==> config.mk <==
export PLATFORM = sky130hd
export DESIGN_NAME = ps2_scancode_decoder
export DESIGN_NICKNAME = d
export VERILOG_FILES = /design/src/rtl/ps2_scancode_decoder.sv
export SDC_FILE = /design/constraint.sdc
export NUM_CORES = 1
export LEC_CHECK = 0
export ABC_AREA = 1
export BUFFER_PORTS_ARGS = -buffer_cell sky130_fd_sc_hd__buf_2
export CORE_AREA = 3 3 79 81
export DETAILED_ROUTE_END_ITERATION = 6
export DIE_AREA = 0 0 82 84
export PLACE_DENSITY = 0.73
export SLEW_MARGIN = 20
export SYNTH_ARGS = -nofsm -noshare
export SYNTH_HDL_FRONTEND = slang
export SYNTH_SLANG_ARGS = --single-unit
==> constraint.sdc <==
create_clock -name clk -period 2.1 [get_ports clk]
set_clock_uncertainty 0.15 [all_clocks]
set_input_delay 0.42 -clock clk [delete_from_list [all_inputs] [get_ports clk]]
set_output_delay 0.42 -clock clk [all_outputs]
set_load 0.1 [all_outputs]
==> src/rtl/ps2_scancode_decoder.sv <==
// PS/2 set-2 scancode decoder: folds E0/F0/E1 prefixes into one key event, tracks modifiers, drops status bytes.
// Optional typematic repeat filter enabled by defining PS2DEC_REPEAT_FILTER_EN.
module ps2_scancode_decoder #(
  parameter int unsigned TIMEOUT_CYCLES = 1_200_000,
  parameter int unsigned TO_W           = 21
) (
  input  logic       clk,
  input  logic       rst_n,
  input  logic [7:0] sym_data,
  input  logic       sym_valid,
  output logic       sym_ready,
  output logic [7:0] key_code,
  output logic       key_release,
  output logic       key_extended,
  output logic       key_valid,
  input  logic       key_ready,
  output logic       mod_shift,
  output logic       mod_ctrl,
  output logic       mod_alt,
  output logic       err_overrun
);

  typedef enum logic [1:0] {S_IDLE, S_PFX, S_PAUSE} state_t;

  localparam logic [TO_W-1:0] TO_LAST = TO_W'(TIMEOUT_CYCLES - 1);

  state_t          r_state, w_state_nxt;
  logic            r_e0, r_f0, w_e0_nxt, w_f0_nxt;
  logic [2:0]      r_skip, w_skip_nxt;
  logic [TO_W-1:0] r_to_cnt;
  logic [7:0]      r_key_code;
  logic            r_key_release, r_key_extended, r_key_valid;
  logic            r_lshift, r_rshift, r_lctrl, r_rctrl, r_lalt, r_ralt;
  logic            r_err;
  logic            w_accept, w_timeout, w_err_set, w_raw_evt, w_pause_evt;
  logic            w_swallow, w_load, w_ld_rel, w_ld_ext;
  logic [7:0]      w_ld_code;

  assign sym_ready = ~r_key_valid | key_ready;
  assign w_accept  = sym_valid & sym_ready;
  assign w_timeout = (r_state != S_IDLE) & ~w_accept & (r_to_cnt == TO_LAST);

  // State register and sequence timeout counter
  always_ff @(posedge clk or negedge rst_n) begin
    if (!rst_n) begin
      r_state  <= S_IDLE;
      r_e0     <= 1'b0;
      r_f0     <= 1'b0;
      r_skip   <= '0;
      r_to_cnt <= '0;
    end else begin
      r_state <= w_state_nxt;
      r_e0    <= w_e0_nxt;
      r_f0    <= w_f0_nxt;
      r_skip  <= w_skip_nxt;
      if (w_accept || (w_state_nxt == S_IDLE))
        r_to_cnt <= '0;
      else
        r_to_cnt <= r_to_cnt + TO_W'(1);
    end
  end

  // Next-state decode
  always_comb begin
    w_state_nxt = r_state;
    w_e0_nxt    = r_e0;
    w_f0_nxt    = r_f0;
    w_skip_nxt  = r_skip;
    w_err_set   = 1'b0;
    w_raw_evt   = 1'b0;
    w_pause_evt = 1'b0;
    if (w_accept) begin
      if (r_state == S_PAUSE) begin
        if (r_skip == 3'd1) begin
          w_pause_evt = 1'b1;
          w_skip_nxt  = '0;
          w_state_nxt = S_IDLE;
        end else begin
          w_skip_nxt = r_skip - 3'd1;
        end
      end else if (sym_data == 8'hE0) begin
        w_e0_nxt    = 1'b1;
        w_state_nxt = S_PFX;
      end else if (sym_data == 8'hF0) begin
        w_f0_nxt    = 1'b1;
        w_state_nxt = S_PFX;
      end else if (sym_data == 8'hE1) begin
        w_e0_nxt    = 1'b0;
        w_f0_nxt    = 1'b0;
        w_skip_nxt  = 3'd7;
        w_state_nxt = S_PAUSE;
      end else if ((sym_data == 8'h00) || (sym_data == 8'hFF)) begin
        w_err_set   = 1'b1;
        w_e0_nxt    = 1'b0;
        w_f0_nxt    = 1'b0;
        w_state_nxt = S_IDLE;
      end else if ((sym_data == 8'hAA) && (r_state == S_IDLE)) begin
        w_state_nxt = S_IDLE;
      end else if ((sym_data == 8'hFA) || (sym_data == 8'hFE) || (sym_data == 8'hEE)) begin
        w_state_nxt = r_state;
      end else begin
        w_raw_evt   = 1'b1;
        w_e0_nxt    = 1'b0;
        w_f0_nxt    = 1'b0;
        w_state_nxt = S_IDLE;
      end
    end else if (w_timeout) begin
      w_e0_nxt    = 1'b0;
      w_f0_nxt    = 1'b0;
      w_skip_nxt  = '0;
      w_state_nxt = S_IDLE;
    end
  end

`ifdef PS2DEC_REPEAT_FILTER_EN
  logic [7:0] r_last_code;
  logic       r_last_ext, r_last_vld;

  // Pause events bypass the filter; only ordinary make/break bytes touch last_make.
  always_ff @(posedge clk or negedge rst_n) begin
    if (!rst_n) begin
      r_last_code <= '0;
      r_last_ext  <= 1'b0;
      r_last_vld  <= 1'b0;
    end else if (w_raw_evt) begin
      if (r_f0) begin
        if ((sym_data == r_last_code) && (r_e0 == r_last_ext))
          r_last_vld <= 1'b0;
      end else begin
        r_last_code <= sym_data;
        r_last_ext  <= r_e0;
        r_last_vld  <= 1'b1;
      end
    end
  end

  assign w_swallow = w_raw_evt & ~r_f0 & r_last_vld &
                     (sym_data == r_last_code) & (r_e0 == r_last_ext);
`else
  assign w_swallow = 1'b0;
`endif

  // Event outputs to be loaded this edge
  always_comb begin
    w_load    = (w_raw_evt & ~w_swallow) | w_pause_evt;
    w_ld_code = w_pause_evt ? 8'hE1 : sym_data;
    w_ld_rel  = w_raw_evt & r_f0;
    w_ld_ext  = w_raw_evt & r_e0;
  end

  always_ff @(posedge clk or negedge rst_n) begin
    if (!rst_n) begin
      r_key_valid    <= 1'b0;
      r_key_code     <= '0;
      r_key_release  <= 1'b0;
      r_key_extended <= 1'b0;
    end else if (w_load) begin
      r_key_valid    <= 1'b1;
      r_key_code     <= w_ld_code;
      r_key_release  <= w_ld_rel;
      r_key_extended <= w_ld_ext;
    end else if (key_ready) begin
      r_key_valid <= 1'b0;
    end
  end

  always_ff @(posedge clk or negedge rst_n) begin
    if (!rst_n) begin
      r_lshift <= 1'b0;
      r_rshift <= 1'b0;
      r_lctrl  <= 1'b0;
      r_rctrl  <= 1'b0;
      r_lalt   <= 1'b0;
      r_ralt   <= 1'b0;
    end else if (w_raw_evt && !w_swallow) begin
      case ({r_e0, sym_data})
        9'h012:  r_lshift <= ~r_f0;
        9'h059:  r_rshift <= ~r_f0;
        9'h014:  r_lctrl  <= ~r_f0;
        9'h114:  r_rctrl  <= ~r_f0;
        9'h011:  r_lalt   <= ~r_f0;
        9'h111:  r_ralt   <= ~r_f0;
        default: ;
      endcase
    end
  end

  always_ff @(posedge clk or negedge rst_n) begin
    if (!rst_n)
      r_err <= 1'b0;
    else if (w_err_set)
      r_err <= 1'b1;
  end

  assign key_valid    = r_key_valid;
  assign key_code     = r_key_code;
  assign key_release  = r_key_release;
  assign key_extended = r_key_extended;
  assign mod_shift    = r_lshift | r_rshift;
  assign mod_ctrl     = r_lctrl | r_rctrl;
  assign mod_alt      = r_lalt | r_ralt;
  assign err_overrun  = r_err;

endmodule
---- Word level (Yosys, flattened, before mapping) ----
Cells that the tools add are included.
operators by class
  multiplexer cells ....................... 51
  bitwise operators ....................... 13
  add/subtract/negate cells ............... 2
  equal/unequal tests ..................... 27
  reduce and logical (&&, ||, !) cells .... 20
operators with widths
  kind                     count
  $eq A8 B8 Y1 const B     8
  $mux W1                  32
  $eq A9 B5 Y1 const B     3
  $add A21 B1 Y21 const B  1
  $eq A21 B21 Y1 const B   1
  $mux W21                 1
  $mux W3                  7
  $mux W2                  10
  $ne A5 B5 Y1 const B     4
  $eq A9 B9 Y1 const B     2
  $reduce_and A2 Y1        6
  $reduce_and A5 Y1        2
  $eq A9 B7 Y1 const B     1
  $ne A3 B3 Y1 const B     3
  $logic_not A8 Y1         1
  $mux W8                  1
  $reduce_bool A2 Y1       3
  $and A1 B1 Y1            5
  $or A1 B1 Y1             5
  $logic_not A2 Y1         2
  $logic_or A1 B1 Y1       4
  $ne A2 B2 Y1 const B     2
  $reduce_and A4 Y1        1
  $eq A3 B1 Y1 const B     1
  5 further kinds          7
word-level totals
  output and inout port bits .............. 16
  bits of input ports ..................... 12
  bits in registers ....................... 46

---- Depth between registers and ports, before layout ----
Gate-level depths: netlist of the first run.
  depth after elaboration ................. 14
  mapped depth ............................ 12
  gate-level depth less buffers ........... 12

---- Least setup slack after synthesis of the first run ----
No wires, ideal clock.
  kind .................................... reg2reg
  from .................................... register r_key_valid, in the netlist key_valid
  to ...................................... register r_key_code[6], in the netlist key_code[6]
  cell stages (with the launch flop) ...... 10
  buffers on the path ..................... 1
  path slack .............................. -0.561 ns
  data arrival time ....................... 2.392 ns
  required time ........................... 1.830 ns
  path through ............................ dfrtp_1 nand2_2 nand2_2 nor2_2 nand2_1 nor2_4 nand2_8 buf_8 nor2_1 nor2_1
between the ends
  word-level cells in the longest chain between the ends .. 5
RTL lines
  item                                            RTL line  text
  start: declaration                              32        logic r_key_release, r_key_extended, r_key_valid;
  start signal: assignment                        153       r_key_valid <= 1'b0;
  start signal: assignment                        158       r_key_valid <= 1'b1;
  start signal: assignment                        163       r_key_valid <= 1'b0;
  $not A1 Y1 *                                    39        assign sym_ready = ~r_key_valid | key_ready;
  $or A1 B1 Y1 *                                  39
  net sym_ready                                   11        output logic sym_ready,
  $and A1 B1 Y1 *                                 40        assign w_accept = sym_valid & sym_ready;
  $mux W1                                         72        if (w_accept) begin
  $mux W8 / $or A1 B1 Y1 (equally long branches)  146, 145
  end signal: assignment                          159       r_key_code <= w_ld_code;
  end: declaration                                31        logic [7:0] r_key_code;
Mark *: on every way through the listed nets, which the timed path passes. The rest lies on a longest branch.
A chain may end at the register's enable or synchronous reset.

---- Final worst setup path of the first run ----
  from .................................... register r_to_cnt[1]
  to ...................................... register r_to_cnt[20]
between the ends
  word-level cells in the longest chain between the ends .. 7
RTL lines
  item                      RTL line  text
  start: declaration        30        logic [TO_W-1:0] r_to_cnt;
  start signal: assignment  59        r_to_cnt <= r_to_cnt + TO_W'(1);
  $eq A21 B21 Y1            41        assign w_timeout = (r_state != S_IDLE) & ~w_accept & (r_to_cnt == TO_LAST);
  $and A1 B1 Y1             41
  $mux W2                   107       end else if (w_timeout) begin
  $mux W2                   72
  $logic_not A2 Y1          56        if (w_accept || (w_state_nxt == S_IDLE))
  $logic_or A1 B1 Y1        56
  $mux W21 *                56
Mark *: on every way between the ends. The rest lies on a longest branch, timed or not.

==> results.env, run 1 <==
FINAL_CORE_UTILIZATION=0.566
LIBRARY_CELL_WITH_THE_HIGHEST_INSTANCE_COUNT_AFTER_SYNTHESIS='sky130_fd_sc_hd__nand2_1'
CORE_MM2=0.00554
SYNTH-SEQ-AREA-SHARE=0.413
GPL_WTD_CONG=0.892
POSTSYNTHCELLCOUNT=347
SYNTHDOMINANTCELLAREASHARE=0.413
TIMING.CRITICAL_PATH.TO_TYPE='flop'
VIAS=2248
SYNTH.TOP_CELLS.BY_AREA='sky130_fd_sc_hd__dfrtp_1, sky130_fd_sc_hd__nand2_1, sky130_fd_sc_hd__nor2_1'
REPORT.FINAL.SETUP_VIOL=0
GLOBAL_ROUTE_WIRE_LENGTH_BEFORE_REPAIR_UM=9430
TIMING.HOLD.WORST.CLASS='in -> reg'
CTS_INSERTED_BUFFERS=5
HPWLAFTERDP_UM=4050
RANKING_OF_SYNTHESIZED_CELLS_BY_INSTANCE_COUNT='sky130_fd_sc_hd__nand2_1, sky130_fd_sc_hd__nor2_1, sky130_fd_sc_hd__dfrtp_1'
PORT_BUFFERS=27
DETAILED_PLACE.AREA_MM2=0.00303
INTPOWER_mW=1.28
YS_TYPES=33
DIE_W_UM=82
POWER-PER-CELL-AREA_mW_PER_MM2=658
CHIPHEIGHT_UM=84
POST-PLACE-WS_NS=0.157
CTS_TREE='done'
AREAGROWTHSYNTHTOFINISH_PCT=12.6
DESIGN_AREA_MM2=0.00314
GLOBAL_ROUTE.PEAK_USAGE_LAYER='met2'
MAXIMUM_NUMBER_OF_PINS_ON_ONE_NET_BEFORE_GLOBAL_ROUTE_REPAIR=47
VIASPERCELL=4.94
SYN-NUM-NETS=362
HOLD_VIOL_FINAL=0
PWR-SHARE-CLK=0.264
INITIALDRTVIOLATIONCOUNT=110
NUMBER_OF_FLOPS_MAPPED_TO_ENABLE_CELLS_BY_YOSYS=0
INITIAL_UTILIZATION=0.502
GRT_MET1_USE=0.237
FP-ROW-COUNT=27
GRT.MET2_USAGE=0.267
DRTANTENNAVIOLNETS=0
OUTCOME='completed'
SEQUENTIAL_FRACTION_OF_DESIGN_POWER=0.468
CP.REQUIRED_NS=2.14
DRC=0
CLOCK_TREE.BUFFER_DEPTH=2
GRT_SETUP_UNREPAIRED='true'
ANTENNA-DIODE-COUNT=0
CLK_PIN_SLEW_WORST_PATHS_NS=0.09
SYNTHESIS.AREA_MM2=0.00278
ASYNC_SR_FLOP_FRACTION=1.00
POWER.NET_SWITCHING_uW=785
GRT_ANTENNA_BEFORE_REPAIR=0
SYNTH.AVG_CELL_AREA_UM2=8.02
CRIT_PATH_MAX_FANOUT=21
CTS.SINK_COUNT=46
MAX_SLEW.WORST_PIN.SLEW_NS=0.491
WORST_SKEW_PAIR.LATE_LATENCY_NS=0.30
SYNTHESIZED_FLOP_AND_LATCH_TOTAL=46
NUMBER_OF_GLOBAL_ROUTE_VIAS_BEFORE_REPAIR=2133
MIN_PERIOD_NS=1.93
LEAKAGEPOWER_nW=1.44
WL_PER_CELL_UM=11.8
VDD_DROP_MAX_V=0.000378
FINAL_WORST_PATH_CYCLE_SHARE=0.918
LAYOUT-DRIVE-GT1-SHARE=0.261
GR-USAGE-ALL-LAYERS=0.173
GLOBALROUTEOVERFLOWTOTAL=0
REPORT.FINAL.SLEW_VIOL_COUNT=0
CTS_ROOT_BUF='sky130_fd_sc_hd__clkbuf_8'
CRITPATHARRIVALTIME_NS=1.97
SW_FRAC_OF_TOTAL=0.381
MAX_SLEW_MARGIN=0.675
CRITPATHLAUNCHTYPE='flop'
TIMING_WORST_SETUP_PATH_TYPE='reg -> reg'
FINALHOLDWORSTSLACK_NS=0.254
CLOCK.FMAX_MHz=519
CELL_TYPE_WITH_THE_LARGEST_TOTAL_AREA_AFTER_SYNTHESIS='sky130_fd_sc_hd__dfrtp_1'
WORST_SLACK_NS=0.172
FP.DIEAREA_MM2=0.00689
POSTROUTEWIRELENGTH_UM=5380
FILLER_CELL_COUNT=531
CTS_HTREE_LEVELS=2
FIRST_PASS_ITERS=4
YOSYSWARNINGCOUNT=0
USE_MET3=0.0421
DOMINANTREGCELLSYNTH='sky130_fd_sc_hd__dfrtp_1'
PIN_COUNT=28
MAX-CAP-VIOLATIONS=0
FINAL_NET_COUNT=397
COMBPWRFRAC=0.268
==> power by group through the flow <==
stage	registers, mW	clock network, mW	logic, mW
floorplan	1.20	0	0.225
global placement	0.981	0	0.550
detailed placement	0.984	0	0.555
CTS	0.966	0.559	0.557
finish	0.965	0.545	0.553
global route	0.972	0.599	0.590
==> worst paths after layout <==
check                                 start           end  slack, ns  cells after the start
worst max-delay path            r_to_cnt[1]  r_to_cnt[20]       0.17                      9
worst min-delay path            sym_data[0]   key_code[0]       0.25                      3
worst max register to register  r_to_cnt[1]  r_to_cnt[20]       0.17                      9
worst min register to register  err_overrun   err_overrun       0.33                      1
max in group asynchronous             rst_n     key_valid       1.09                      3
min in group asynchronous             rst_n   key_code[4]       0.48                      3
==> kinds of logic (layout without fill, tap and decap cells) <==
logic type	count (synthesis)	count (layout)	synth area share
compound gates	25	25	0.0602
xor+xnor	16	16	0.0503
fa+ha+maj	3	3	0.0135
buf+inv	48	84	0.0782
simple gates	209	209	0.384
flops	46	46	0.413
==> metal layers <==
layer  part of all wire  wire length (um)
met3              0.033               179
met1               0.50              2680
met4             0.0095                51
met5                  0                 0
met2               0.46              2470
==> worst max-delay path, stage by stage (launching register included) <==
cell and delay [ns]:
sky130_fd_sc_hd__dfrtp_1 0.37, sky130_fd_sc_hd__ha_2 0.21, sky130_fd_sc_hd__nand3_2 0.13, sky130_fd_sc_hd__nor3_2 0.17, sky130_fd_sc_hd__nand3_1 0.14, sky130_fd_sc_hd__nand2_2 0.11
sky130_fd_sc_hd__nor2_1 0.07, sky130_fd_sc_hd__o21bai_4 0.16, sky130_fd_sc_hd__buf_12 0.24, sky130_fd_sc_hd__nor2_1 0.06
==> metrics by stage <==
stage,std cells,setup TNS [ns],power (mW)
global placement,446,0,1.53
finish,455,0,2.06
global route,455,-0.00279,2.16
floorplan,347,0,1.43
detailed placement,446,0,1.54
CTS,455,0,2.08
==> final cells by class <==
type                    instances  area [um2]  share of cell area
inverters                      45         171              0.0547
repair buffers                 31         193              0.0615
well taps                      72        90.1              0.0287
flip-flops and latches         46        1150               0.368
clock inverters                 3        21.3             0.00678
multi-input cells             253        1440               0.458
clock buffers                   5        68.8              0.0219
==> placed cells by master, fill, tap and decap left out, types with 3 or more instances in the layout <==
master                     instances
sky130_fd_sc_hd__nor3_1            8
sky130_fd_sc_hd__nor2_2           13
sky130_fd_sc_hd__nand4_1           7
sky130_fd_sc_hd__nor2_1           49
sky130_fd_sc_hd__nor2_4           14
sky130_fd_sc_hd__o21ai_2           6
sky130_fd_sc_hd__xnor2_1           4
sky130_fd_sc_hd__nand3_1          27
sky130_fd_sc_hd__nand2_2           8
sky130_fd_sc_hd__inv_2             7
sky130_fd_sc_hd__or2_2             3
sky130_fd_sc_hd__dfrtp_1          45
sky130_fd_sc_hd__xor2_1           12
sky130_fd_sc_hd__clkbuf_8          5
sky130_fd_sc_hd__buf_2            27
sky130_fd_sc_hd__inv_1            37
sky130_fd_sc_hd__nand2_1          68
sky130_fd_sc_hd__o21ai_0          14
==> sequential cells by signal, indices dropped and copies added (netlist names), 2 cells and up <==
signal / count
key_code: 8
r_to_cnt: 21
r_skip: 3
r_state: 2
==> what timing repair did <==
item | in CTS | in global routing
buffers inserted | 0 | 0
endpoints found under the setup margin | 0 | 2
resized for setup | 0 | 2
endpoints found under the hold margin | 46 | 0
hold buffers | 1 | 0
Power figures use the tool's default switching activity.
==> inputs of run 2 (changes only) <==
--- a/config.mk
+++ b/config.mk
@@ -7,10 +7,10 @@
 export LEC_CHECK = 0
 export ABC_AREA = 1
 export BUFFER_PORTS_ARGS = -buffer_cell sky130_fd_sc_hd__buf_2
-export CORE_AREA = 3 3 79 81
+export CORE_AREA = 3 3 101 103
 export DETAILED_ROUTE_END_ITERATION = 6
-export DIE_AREA = 0 0 82 84
-export PLACE_DENSITY = 0.73
+export DIE_AREA = 0 0 104 106
+export PLACE_DENSITY = 0.5
 export SLEW_MARGIN = 20
 export SYNTH_ARGS = -nofsm -noshare
 export SYNTH_HDL_FRONTEND = slang
==> results.env, run 2 (synthesized netlist as in run 1, its figures left out) <==
OUTCOME='completed'  # unchanged
NUMBER_OF_GLOBAL_ROUTE_VIAS_BEFORE_REPAIR=2310  # was 2133
AREAGROWTHSYNTHTOFINISH_PCT=15.0  # was 12.6%
DIE_W_UM=104  # was 82 um
PIN_COUNT=28  # unchanged
FINAL_NET_COUNT=398  # was 397
GRT_SETUP_UNREPAIRED='false'  # was true
MIN_PERIOD_NS=1.91  # was 1.93 ns
REG_TO_REG_STARTPOINT='key_valid'  # was r_to_cnt[1]
HPWLAFTERDP_UM=4490  # was 4050 um
SETUP_TNS_NS=0  # unchanged
WORST_SKEW_PAIR.LATE_LATENCY_NS=0.30  # about the same
INITIAL_UTILIZATION=0.300  # was 0.502
CLK_PIN_SLEW_WORST_PATHS_NS=0.09  # about the same
CTS_INSERTED_BUFFERS=5  # unchanged
MAX_SLEW_MARGIN=0.672  # was 0.675
INTPOWER_mW=1.28  # about the same
REPORT.FINAL.SLEW_VIOL_COUNT=0  # unchanged
POSTROUTEWIRELENGTH_UM=5680  # was 5380 um
CRITICAL_PATH.ENDPOINT='key_code[5]'  # was r_to_cnt[20]
VIAS=2188  # was 2248
CTS.SINK_COUNT=46  # unchanged
TIMING.CRITICAL_PATH.TO_TYPE='flop'  # unchanged
GPL_WTD_CONG=0.766  # was 0.892
HOLD_VIOL_FINAL=0  # unchanged
LEAKAGEPOWER_nW=1.44  # unchanged
CRITPATHARRIVALTIME_NS=2.00  # was 1.97 ns
MAX_SLEW.WORST_PIN.SLEW_NS=0.496  # was 0.491 ns
CRIT_PATH_MAX_FANOUT=18  # was 21
FIRST_PASS_ITERS=5  # was 4
TIMING_WORST_SETUP_PATH_TYPE='reg -> reg'  # unchanged
FP.DIEAREA_MM2=0.0110  # was 0.00689 mm2
CRITPATHLAUNCHTYPE='flop'  # unchanged
CTS_HTREE_LEVELS=2  # unchanged
PLACEDCELLCOUNT=504  # was 446
PORT_BUFFERS=27  # unchanged
GLOBALROUTEOVERFLOWTOTAL=0  # unchanged
SW_FRAC_OF_TOTAL=0.385  # was 0.381
DRTANTENNAVIOLNETS=0  # unchanged
CORE_MM2=0.00928  # was 0.00554 mm2
STARTPOINT='key_valid'  # was r_to_cnt[1]
WORST_R2R_SETUP_SLACK_NS=0.19  # was 0.17 ns
CTS_TREE='done'  # unchanged
GLOBAL_ROUTE_WIRE_LENGTH_BEFORE_REPAIR_UM=10400  # was 9430 um
CLOCK.FMAX_MHz=524  # was 519 MHz
ANTENNA-DIODE-COUNT=0  # unchanged
POWER-PER-CELL-AREA_mW_PER_MM2=651  # was 658 mW/mm2
LAYOUT-DRIVE-GT1-SHARE=0.260  # was 0.261
CP.REQUIRED_NS=2.19  # was 2.14 ns
LARGEST_REGISTER_BY_FLOP_COUNT='r_to_cnt'  # unchanged
SEQUENTIAL_FRACTION_OF_DESIGN_POWER=0.463  # was 0.468
FP-ROW-COUNT=35  # was 27
COMBPWRFRAC=0.265  # was 0.268
WL_PER_CELL_UM=11.1  # was 11.8 um
PWR-SHARE-CLK=0.272  # was 0.264
CLOCK_TREE.BUFFER_DEPTH=2  # unchanged
GRT_ANTENNA_BEFORE_REPAIR=0  # unchanged
GRT_MET1_USE=0.143  # was 0.237
VDD_DROP_MAX_V=0.000253  # was 0.000378 V
VIASPERCELL=4.27  # was 4.94
CHIPHEIGHT_UM=106  # was 84 um
DRC=0  # unchanged
REGTOREGENDPOINT='key_code[5]'  # was r_to_cnt[20]
LARGEST_REGISTER_FF_COUNT=21  # unchanged
INITIALDRTVIOLATIONCOUNT=76  # was 110
LAYOUT.CELLS.MOST_COMMON_LIST='sky130_fd_sc_hd__nand2_1, sky130_fd_sc_hd__nor2_1, sky130_fd_sc_hd__dfrtp_1'  # unchanged
TIMING.HOLD.WORST.CLASS='in -> reg'  # unchanged
POST-CTS-SETUP-BUFFERS=0  # unchanged
GRT.MET2_USAGE=0.194  # was 0.267
POWER.NET_SWITCHING_uW=803  # was 785 uW
GR-USAGE-ALL-LAYERS=0.113  # was 0.173
CTS_ROOT_BUF='sky130_fd_sc_hd__clkbuf_8'  # unchanged
REPORT.FINAL.SETUP_VIOL=0  # unchanged
GLOBAL_ROUTE.PEAK_USAGE_LAYER='met2'  # unchanged
STDCELL_COUNT=513  # was 455
MAXIMUM_NUMBER_OF_PINS_ON_ONE_NET_BEFORE_GLOBAL_ROUTE_REPAIR=22  # was 47
USE_MET3=0.0249  # was 0.0421
MOSTFREQUENTLAYOUTCELL='sky130_fd_sc_hd__nand2_1'  # unchanged
MAX-CAP-VIOLATIONS=0  # unchanged
FF2FF_PATH_DEPTH=9  # unchanged
FINAL_WORST_PATH_CYCLE_SHARE=0.909  # was 0.918
-- run 2: final cells by class --
class                   instances  area, um2
clock buffers                   5       68.8
clock inverters                 3       23.8
fillers                      1016       6080
inverters                      45        171
multi-input cells             253       1430
flip-flops and latches         46       1150
well taps                     129        161
repair buffers                 32        188
-- run 2: routing by layer --
| metal | share of wire | up-vias |
|---|---|---|
| met3 | 0.037 | 5 |
| met2 | 0.47 | 34 |
| met4 | 0.0092 | 0 |
| li1 | - | 1161 |
| met1 | 0.48 | 988 |
| met5 | 0 | - |
-- run 2: how the worst min path moves through the flow --
stage | startpoint | to | depth (start not counted)
global placement | rst_n | key_code[0] | 1
floorplan | rst_n | err_overrun | 0
detailed placement | rst_n | key_code[0] | 1
global route | sym_data[4] | key_code[4] | 3
finish | sym_data[4] | key_code[4] | 3
CTS | sym_data[4] | key_code[4] | 3
-- run 2: what timing repair did --
item	4_1_cts	5_1_grt
hold buffers	1	0
setup endpoints to repair	0	1
gates resized for setup	0	1
endpoints found under the hold margin	7	0
-- run 2: worst max-delay path: stages (launching register included) --
cell and delay (ns):
sky130_fd_sc_hd__dfrtp_4 0.52, sky130_fd_sc_hd__nand2_8 0.08, sky130_fd_sc_hd__nand2_2 0.13, sky130_fd_sc_hd__nor2_2 0.20, sky130_fd_sc_hd__nand2_1 0.11, sky130_fd_sc_hd__nor2_4 0.25
sky130_fd_sc_hd__nand2_8 0.15, sky130_fd_sc_hd__nand2_2 0.12, sky130_fd_sc_hd__nor2_1 0.05, sky130_fd_sc_hd__nor2_1 0.07
-- run 2: power by group through the flow --
| stage | sequential (mW) | combinational [mW] | clock [mW] |
|---|---|---|---|
| 3_5_place_dp | 0.982 | 0.558 | 0 |
| 4_1_cts | 0.965 | 0.560 | 0.610 |
| 6_report | 0.964 | 0.552 | 0.567 |
| 3_3_place_gp | 0.981 | 0.553 | 0 |
| 5_1_grt | 0.971 | 0.593 | 0.641 |
| 2_1_floorplan | 1.20 | 0.225 | 0 |
-- run 2: metrics by stage --
| step | hold WS, ns | total power, mW | utilization | instance area, um2 | setup slack [ns] |
|---|---|---|---|---|---|
| after floorplan | -0.0256 | 1.43 | - | 2800 | 0.00703 |
| after global placement | 0.126 | 1.53 | 0.333 | 3090 | 0.125 |
| after detailed placement | 0.132 | 1.54 | 0.333 | 3090 | 0.0945 |
| after CTS | 0.236 | 2.14 | 0.344 | 3200 | 0.156 |
| after global routing | 0.249 | 2.20 | 0.345 | 3200 | 0.0112 |
| final | 0.252 | 2.08 | 0.345 | 3200 | 0.190 |
